`config.mk`:
```
export PLATFORM = sky130hd
export DESIGN_NAME = uart_cfg_msg_gen
export DESIGN_NICKNAME = d
export VERILOG_FILES = /design/src/rtl/uart_cfg_pkg.sv /design/src/rtl/uart_cfg_period_tick.sv /design/src/rtl/uart_cfg_msg_gen.sv
export SDC_FILE = /design/constraint.sdc
export NUM_CORES = 1
export LEC_CHECK = 0
export BUFFER_PORTS_ARGS = -buffer_cell sky130_fd_sc_hd__clkbuf_2
export CAP_MARGIN = 20
export CORE_AREA = 2 2 47 70
export DETAILED_ROUTE_END_ITERATION = 10
export DIE_AREA = 0 0 49 72
export HOLD_SLACK_MARGIN = 0.12
export PLACE_DENSITY = 0.85
export SLEW_MARGIN = 20
export SYNTH_ARGS = -nofsm -noshare
export SYNTH_HDL_FRONTEND = slang
export SYNTH_HIERARCHICAL = 1
export SYNTH_SLANG_ARGS = --single-unit
```
`constraint.sdc`:
```
create_clock -name clkUtx -period 2.2 [get_ports clkUtx]
set_clock_uncertainty 0.2 [all_clocks]
set_input_delay 0.33 -clock clkUtx [delete_from_list [all_inputs] [get_ports clkUtx]]
set_output_delay 0.33 -clock clkUtx [all_outputs]
set_load 0.02 [all_outputs]
```
`src/rtl/uart_cfg_pkg.sv`:
```
// Shared types, ASCII constants and helpers for the config-line generator.
// UART_CFG_MSG_CKSUM_EN selects the 11-byte line with an XOR checksum.
package uart_cfg_pkg;

   typedef enum logic [2:0] {
      S_IDLE,
      S_LOAD,
      S_START,
      S_WAIT_HI,
      S_WAIT_LO,
      S_NEXT
   } state_t;

   localparam logic [7:0] C_CHR_C    = 8'h43;
   localparam logic [7:0] C_CHR_F    = 8'h46;
   localparam logic [7:0] C_CHR_G    = 8'h47;
   localparam logic [7:0] C_CHR_EQ   = 8'h3D;
   localparam logic [7:0] C_CHR_STAR = 8'h2A;
   localparam logic [7:0] C_CR       = 8'h0D;
   localparam logic [7:0] C_LF       = 8'h0A;

`ifdef UART_CFG_MSG_CKSUM_EN
   localparam int MSG_LEN = 11;
`else
   localparam int MSG_LEN = 8;
`endif

   localparam int IDX_W = 4;

   function automatic logic [7:0] nib2hex(input logic [3:0] n);
      return (n < 4'd10) ? 8'h30 + {4'h0, n} : 8'h37 + {4'h0, n};
   endfunction

endpackage

```
`src/rtl/uart_cfg_period_tick.sv`:
```
// Free-running period counter; emits a one-cycle tick on each wrap.
// With PERIOD_TICKS=0 the counter is held at zero and tick never fires.
module uart_cfg_period_tick #(
   parameter int PERIOD_TICKS = 0,
   parameter int CNT_W        = 24
) (
   input  logic clk,
   input  logic rst_n,
   output logic tick
);

   localparam logic [CNT_W-1:0] LAST =
      CNT_W'((PERIOD_TICKS > 0) ? PERIOD_TICKS - 1 : 0);

   logic [CNT_W-1:0] cnt;

   always_ff @(posedge clk or negedge rst_n) begin
      if (!rst_n) begin
         cnt <= '0;
      end else if (PERIOD_TICKS == 0 || cnt == LAST) begin
         cnt <= '0;
      end else begin
         cnt <= cnt + 1'b1;
      end
   end

   assign tick = (PERIOD_TICKS != 0) && (cnt == LAST);

endmodule

```
`src/rtl/uart_cfg_msg_gen.sv`:
```
// Streams "CFG=HH\r\n" (or "CFG=HH*KK\r\n" with UART_CFG_MSG_CKSUM_EN)
// into uart_tx using the txStart/txBusy handshake.
module uart_cfg_msg_gen
   import uart_cfg_pkg::*;
#(
   parameter int PERIOD_TICKS = 0,
   parameter int BUSY_TO      = 4,
   parameter int CNT_W        = 24
) (
   input  logic       clkUtx,
   input  logic       rst_n,
   input  logic [7:0] cfgVal,
   input  logic       sendReq,
   input  logic       txBusy,
   output logic [7:0] txData8,
   output logic       txStart,
   output logic       msgBusy,
   output logic       msgDone
);

   localparam int TO_W = $clog2(BUSY_TO + 1);
   localparam logic [TO_W-1:0] TO_LAST = TO_W'(BUSY_TO - 1);
   localparam logic [IDX_W-1:0] IDX_LAST = IDX_W'(MSG_LEN - 1);

   state_t state, state_nx;
   logic [IDX_W-1:0] idx;
   logic [TO_W-1:0] to_cnt;
   logic [7:0] cfg_reg;
   logic [7:0] cur_byte;
   logic [7:0] hex_hi, hex_lo;
   logic pending, tick, req, start, last;

   uart_cfg_period_tick #(
      .PERIOD_TICKS(PERIOD_TICKS),
      .CNT_W       (CNT_W)
   ) u_tick (
      .clk  (clkUtx),
      .rst_n(rst_n),
      .tick (tick)
   );

   assign req    = sendReq | tick;
   assign start  = req | pending;
   assign last   = (idx == IDX_LAST);
   assign hex_hi = nib2hex(cfg_reg[7:4]);
   assign hex_lo = nib2hex(cfg_reg[3:0]);

`ifdef UART_CFG_MSG_CKSUM_EN
   logic [7:0] cks;
   assign cks = C_CHR_C ^ C_CHR_F ^ C_CHR_G ^ C_CHR_EQ ^ hex_hi ^ hex_lo;
`endif

   always_comb begin
      cur_byte = C_LF;
      case (idx)
         4'd0: cur_byte = C_CHR_C;
         4'd1: cur_byte = C_CHR_F;
         4'd2: cur_byte = C_CHR_G;
         4'd3: cur_byte = C_CHR_EQ;
         4'd4: cur_byte = hex_hi;
         4'd5: cur_byte = hex_lo;
`ifdef UART_CFG_MSG_CKSUM_EN
         4'd6: cur_byte = C_CHR_STAR;
         4'd7: cur_byte = nib2hex(cks[7:4]);
         4'd8: cur_byte = nib2hex(cks[3:0]);
         4'd9: cur_byte = C_CR;
`else
         4'd6: cur_byte = C_CR;
`endif
         default: cur_byte = C_LF;
      endcase
   end

   always_comb begin
      state_nx = state;
      unique case (state)
         S_IDLE:    if (start) state_nx = S_LOAD;
         S_LOAD:    state_nx = S_START;
         S_START:   state_nx = S_WAIT_HI;
         S_WAIT_HI: if (txBusy || to_cnt == TO_LAST) state_nx = S_WAIT_LO;
         S_WAIT_LO: if (!txBusy) state_nx = S_NEXT;
         S_NEXT:    state_nx = last ? S_IDLE : S_LOAD;
         default:   state_nx = S_IDLE;
      endcase
   end

   always_ff @(posedge clkUtx or negedge rst_n) begin
      if (!rst_n) begin
         state   <= S_IDLE;
         idx     <= '0;
         to_cnt  <= '0;
         cfg_reg <= '0;
         txData8 <= '0;
         pending <= 1'b0;
      end else begin
         state  <= state_nx;
         to_cnt <= (state == S_WAIT_HI) ? to_cnt + 1'b1 : '0;
         if (state == S_IDLE && start) begin
            cfg_reg <= cfgVal;
            idx     <= '0;
         end
         if (state == S_LOAD) txData8 <= cur_byte;
         if (state == S_NEXT && !last) idx <= idx + 1'b1;
         // one-deep: any number of requests during a line collapse to one
         if (state != S_IDLE) begin
            if (req) pending <= 1'b1;
         end else begin
            pending <= 1'b0;
         end
      end
   end

   assign txStart = (state == S_START);
   assign msgBusy = (state != S_IDLE);
   assign msgDone = (state == S_NEXT) && last;

endmodule
```
# Yosys cells after proc, flatten, opt, wreduce, memory -nomap -nowiden

Cells that the tools add are included.

Output and inout bits: 11
Input port bits: 12
Register bits: 27

Mux-type cells: 13
Equality and inequality tests: 17
$lt $le $gt $ge: 2
Add/subtract/negate cells: 6
Bitwise gates (word level): 1
Reduce and logical (&&, ||, !) cells: 10

Operator list:

| kind                                                | count |
|---|---|
| one-hot mux 7 bit (7 select lines)                  | 1 |
| adder 6 x 4 -> 7 bit, first input constant          | 4 |
| one-hot mux 3 bit (6 select lines)                  | 1 |
| equality test 4 x 3 -> 1 bit, second input constant | 4 |
| two-way mux 7 bit                                   | 2 |
| two-way mux 3 bit                                   | 4 |
| equality test 3 x 2 -> 1 bit, second input constant | 3 |
| equality test 4 x 2 -> 1 bit, second input constant | 2 |
| < comparator 4 bit, second input constant           | 2 |
| two-way mux 4 bit                                   | 2 |
| inequality test 2 bit, second input constant        | 4 |
| equality test 3 bit, second input constant          | 2 |
| adder 4 x 1 -> 4 bit, second input constant         | 1 |
| equality test 4 x 1 -> 1 bit, second input constant | 1 |
| logical NOT 4 bit                                   | 1 |
| adder 3 x 1 -> 3 bit, second input constant         | 1 |
| equality test 3 x 1 -> 1 bit, second input constant | 1 |
| logical AND 1 bit                                   | 3 |
| logical NOT 3 bit                                   | 1 |
| two-way mux 1 bit                                   | 3 |
| AND reduction 3 bit                                 | 1 |
| nonzero test 3 bit                                  | 1 |
| nonzero test 2 bit                                  | 1 |
| logical NOT 1 bit                                   | 1 |
| other kinds (2)                                     | 2 |

# Logic depth before layout (Yosys ltp)

Depth after elaboration: 4
Mapped depth: 6

# By module

The synthesis kept the hierarchy.

Modules (own cells, without submodules):

| module               | times used | cells each | area an instance (sq um) | seq. area each (sq um) |
|---|---|---|---|---|
| uart_cfg_msg_gen     | 1          | 157        | 1,521.5                  | 650.6 |
| uart_cfg_period_tick | 1          | 2          | 11.3                     | 0.0 |

# Least setup slack after synthesis

No wires, ideal clock.

Path kind: reg2reg
Start: register state[1]
End: register cfg_reg[2]
Buffers on the path: 2
Stages on the path, launching flop included: 6
Library setup time: 125 ps
Arrival: 1,721 ps
Setup slack: 154 ps
Required time: 1,875 ps
Cell sequence: dfrtp_1 buf_2 or3_1 nor2_2 buf_4 mux2_2

Word-level cells in the longest chain between the ends: 2

RTL lines:

| element                | RTL line               | RTL |
|---|---|---|
| start, declared        | uart_cfg_msg_gen.sv:25 | `state_t state, state_nx;` |
| start signal, assigned | uart_cfg_msg_gen.sv:96 | `state <= state_nx;` |
| logical NOT 3 bit      | uart_cfg_msg_gen.sv:98 | `if (state == S_IDLE && start) begin` |
| logical AND 1 bit      | uart_cfg_msg_gen.sv:98 |  |
| end signal, assigned   | uart_cfg_msg_gen.sv:99 | `cfg_reg <= cfgVal;` |
| end, declared          | uart_cfg_msg_gen.sv:28 | `logic [7:0] cfg_reg;` |

Every way passes these cells.
A chain may end at the register's enable or synchronous reset.

# Worst setup path in the final report

Start: register idx[0]
End: register txData8[1]

Word-level cells in the longest chain between the ends: 2

RTL lines:

| element                                              | RTL line                | RTL |
|---|---|---|
| start, declared                                      | uart_cfg_msg_gen.sv:26  | `logic [IDX_W-1:0] idx;` |
| start signal, assigned                               | uart_cfg_msg_gen.sv:103 | `if (state == S_NEXT && !last) idx <= idx + 1'b1;` |
| equality test 4 x 3 -> 1 bit (tied with other cells) | uart_cfg_msg_gen.sv:55  | `case (idx)` |
| one-hot mux 7 bit (7 select lines) *                 | uart_cfg_msg_gen.sv:55  |  |
| end signal, assigned                                 | uart_cfg_msg_gen.sv:102 | `if (state == S_LOAD) txData8 <= cur_byte;` |
| end, declared                                        | uart_cfg_msg_gen.sv:15  | `output logic [7:0] txData8,` |

Mark *: on every way between the ends. The rest lies on a longest branch, timed or not.

==> impl_metrics.yaml <==
yosys:
  synth_top_family_by_area: "compound AO/OA/AOI/OAI gates"
  synth_ff_type: "dfrtp_1"
  synthAdderAreaFrac_pct: 6.53
  netlist_instances: 159
  synth_fp_nets: 179
  synthXorXnorAreaFrac_pct: 1.14
  synth_area_per_cell_um2: 9.64
  synth_area_um2: 1530
  synth-compound-area-share_pct: 22.0
  ys_seq_area_share_pct: 42.4
  yosys.area_share.simple_pct: 16.7
  synth_mux_area_share_pct: 4.33
  async_flop_share_pct: 100
  synth_edf_count: 0
  synth_cell_types: 44
  synth-seq-cells: 26
  yosysWarnings: 6
sta:
  report.final.hold_viol_count: 0
  hold_ws_ps: 166
  slew_violations: 0
  setup_viol: 0
  fin_crit_ps: 2050
  grt_setup_unrepaired: "false"
  final_min_period_over_clock_period_pct: 93.4
  setup-tns-final_ps: 0
  tightest_slew_ps: 638
  max_freq_ghz: 0.487
  slew_headroom_pct: 57.5
power:
  power.density_nw_per_um2: 1400
  irDropWorstVdd_mv: 0.942
  leakage_uw: 0.000838
setup_path:
  path_buf_inv: 2
  start_kind: "flip-flop"
  critPathCaptureType: "flip-flop"
  cp_max_fo: 6
  crit_type: "flip-flop to flip-flop"
  ff2ff_setup_slack_ps: 150
  crit_path_max_incr_delay_ps: 440
  critical_path.slowest_cell: "dfrtp_1"
  cp_top_family: "compound AO/OA/AOI/OAI gates"
  critPathRequiredTime_ps: 2160
  crit_chain: "inv_1 > ha_1 > nor3_2 > buf_4 > a211oi_4 > o31ai_1 > o32a_1"
  arrival_ps: 2010
final_layout:
  largest_reg_flops: 8
  mostFrequentLayoutCell: "dfrtp_1"
  drive_gt1_share_pct: 22.3
  nets: 209
  area_delta_synth_final_pct: 19.9
  stdcell_area_um2: 1840
  diodes: 0
  mostFrequentLayoutCells: "dfrtp_1, clkbuf_2, a21oi_1, o21ai_0"
  nFillCells: 251
route:
  firstDrtPassIters: 4
  drt-wirelength-per-cell_um: 15.8
  vias_per_cell: 5.90
  routed_wl_mm: 3.58
  drc: 0
  dr.first_iter.drc_count: 76
  ant_nets: 0
  vias: 1339
placed_design:
  port_buffers: 21
  gp_congestion: 1.04
  placed_area_um2: 1670
  dpl.hpwl_mm: 2.55
floorplanning:
  die_y_um: 72
  die_x_um: 49
  core_um2: 2910
  start_util_pct: 52.6
  rows: 24
  die-area_um2: 3530
  pin_count: 23
run_status:
  status: "complete, no violations"
global_route:
  antenna_found_initial: 0
  grtUsageTotal_pct: 22.5
  grt_max_degree: 27
  grt_pass1_vias: 1428
  gr-total-overflow: 0
  grt_pass1_wl_mm: 6.28
clock_tree:
  cts_sinks: 26
  clockBufferDepth: 2
  insertion_delay_ps: 270
  clockRootBuffer: "clkbuf_8"
  cts_buffers: 3
  cts_htree_levels: 1
  cts_tree: "yes"
  post_cts_buffers: 0
  clk_pin_slew_ps: 90
job:
  max_cap_viol_count: 0
min_path:
  hp-class: "input pin to flip-flop"
-- final timing paths --
| check | start | to | depth (start not counted) |
|---|---|---|---|
| worst max-delay path | idx[0]$_DFFE_PN0P_ | txData8[1]$_DFFE_PN0P_ | 7 |
| worst min-delay path | sendReq | pending$_DFFE_PN0P_ | 3 |
| worst max register to register | idx[0]$_DFFE_PN0P_ | txData8[1]$_DFFE_PN0P_ | 7 |
| worst min register to register | to_cnt[0]$_DFF_PN0_ | to_cnt[0]$_DFF_PN0_ | 1 |
| max in group asynchronous | rst_n | cfg_reg[6]$_DFFE_PN0P_ | 2 |
| min in group asynchronous | rst_n | cfg_reg[0]$_DFFE_PN0P_ | 2 |
-- Yosys cell counts (3+ instances only) --
| library cell | count | share of area [%] |
|---|---|---|
| nor2_1 | 10 | 2.4 |
| inv_1 | 10 | 2.4 |
| nand2_1 | 10 | 2.4 |
| o21ai_0 | 11 | 3.6 |
| mux2_2 | 5 | 3.7 |
| nor3b_1 | 3 | 1.5 |
| a21oi_1 | 11 | 3.6 |
| nor2b_1 | 4 | 1.6 |
| buf_4 | 4 | 2.0 |
| and3_1 | 3 | 1.2 |
| dfrtp_1 | 26 | 42 |
| buf_2 | 3 | 0.98 |
| a211oi_1 | 3 | 1.5 |
| a22o_1 | 3 | 1.7 |
| clkbuf_1 | 4 | 0.98 |
| nor3_1 | 6 | 2.0 |
| ha_1 | 8 | 6.5 |
-- worst min-delay path: stages --
cell and delay (ps):
clkbuf_2 80, nor3_1 60, a21oi_1 120
-- power by group --
part	switching, µW	leakage, µW	total (µW)	internal, µW
Sequential	217	0.000323	894	677
Clock	156	0.0000357	399	243
Combinational	708	0.000479	1270	565
Total	1080	0.000838	2560	1490
-- cell families (layout without fill, tap and decap cells) --
logic type                 after synthesis  count (layout)
buffers and inverters                   21              50
muxes                                    6               6
adders and majority gates                8               8
xor gates and xnor gates                 2               2
DFF                                     26              26
AOI/OAI and AO/OA                       47              47
and+or+nand+nor                         47              47
other                                    2               2
-- timing repair --
action	CTS	global route
endpoints found under the setup margin	0	2
resized for setup	0	1
hold endpoints to repair	34	0
hold buffers	9	0
-- per-layer routing --
metal,vias to the layer above,GRT usage [%],wire (µm)
met3,17,2.26,101
li1,622,-,-
met1,650,24.2,1380
met2,50,42.9,1980
met4,0,11.7,120
met5,-,0,0
-- metrics by stage --
stage / instances / total power (µW) / setup slack, ps / util [%]
after floorplan: 159 / 1790 / 154 / -
after global placement: 214 / 2030 / 242 / 57.4
after detailed placement: 214 / 2130 / 144 / 57.4
after CTS: 227 / 2540 / 93.2 / 62.9
after global routing: 227 / 2740 / 38.9 / 63.1
final: 227 / 2560 / 146 / 63.1
-- layout make-up --
class,instances,area [µm²],share of cell area [%]
inverters,10,37.5,2.04
flip-flops and latches,26,651,35.4
repair buffers,36,240,13.1
well taps,39,48.8,2.65
multi-input cells,112,790,43.0
clock buffers,3,41.3,2.25
clock inverters,1,30.0,1.63
Power figures use the tool's default switching activity.
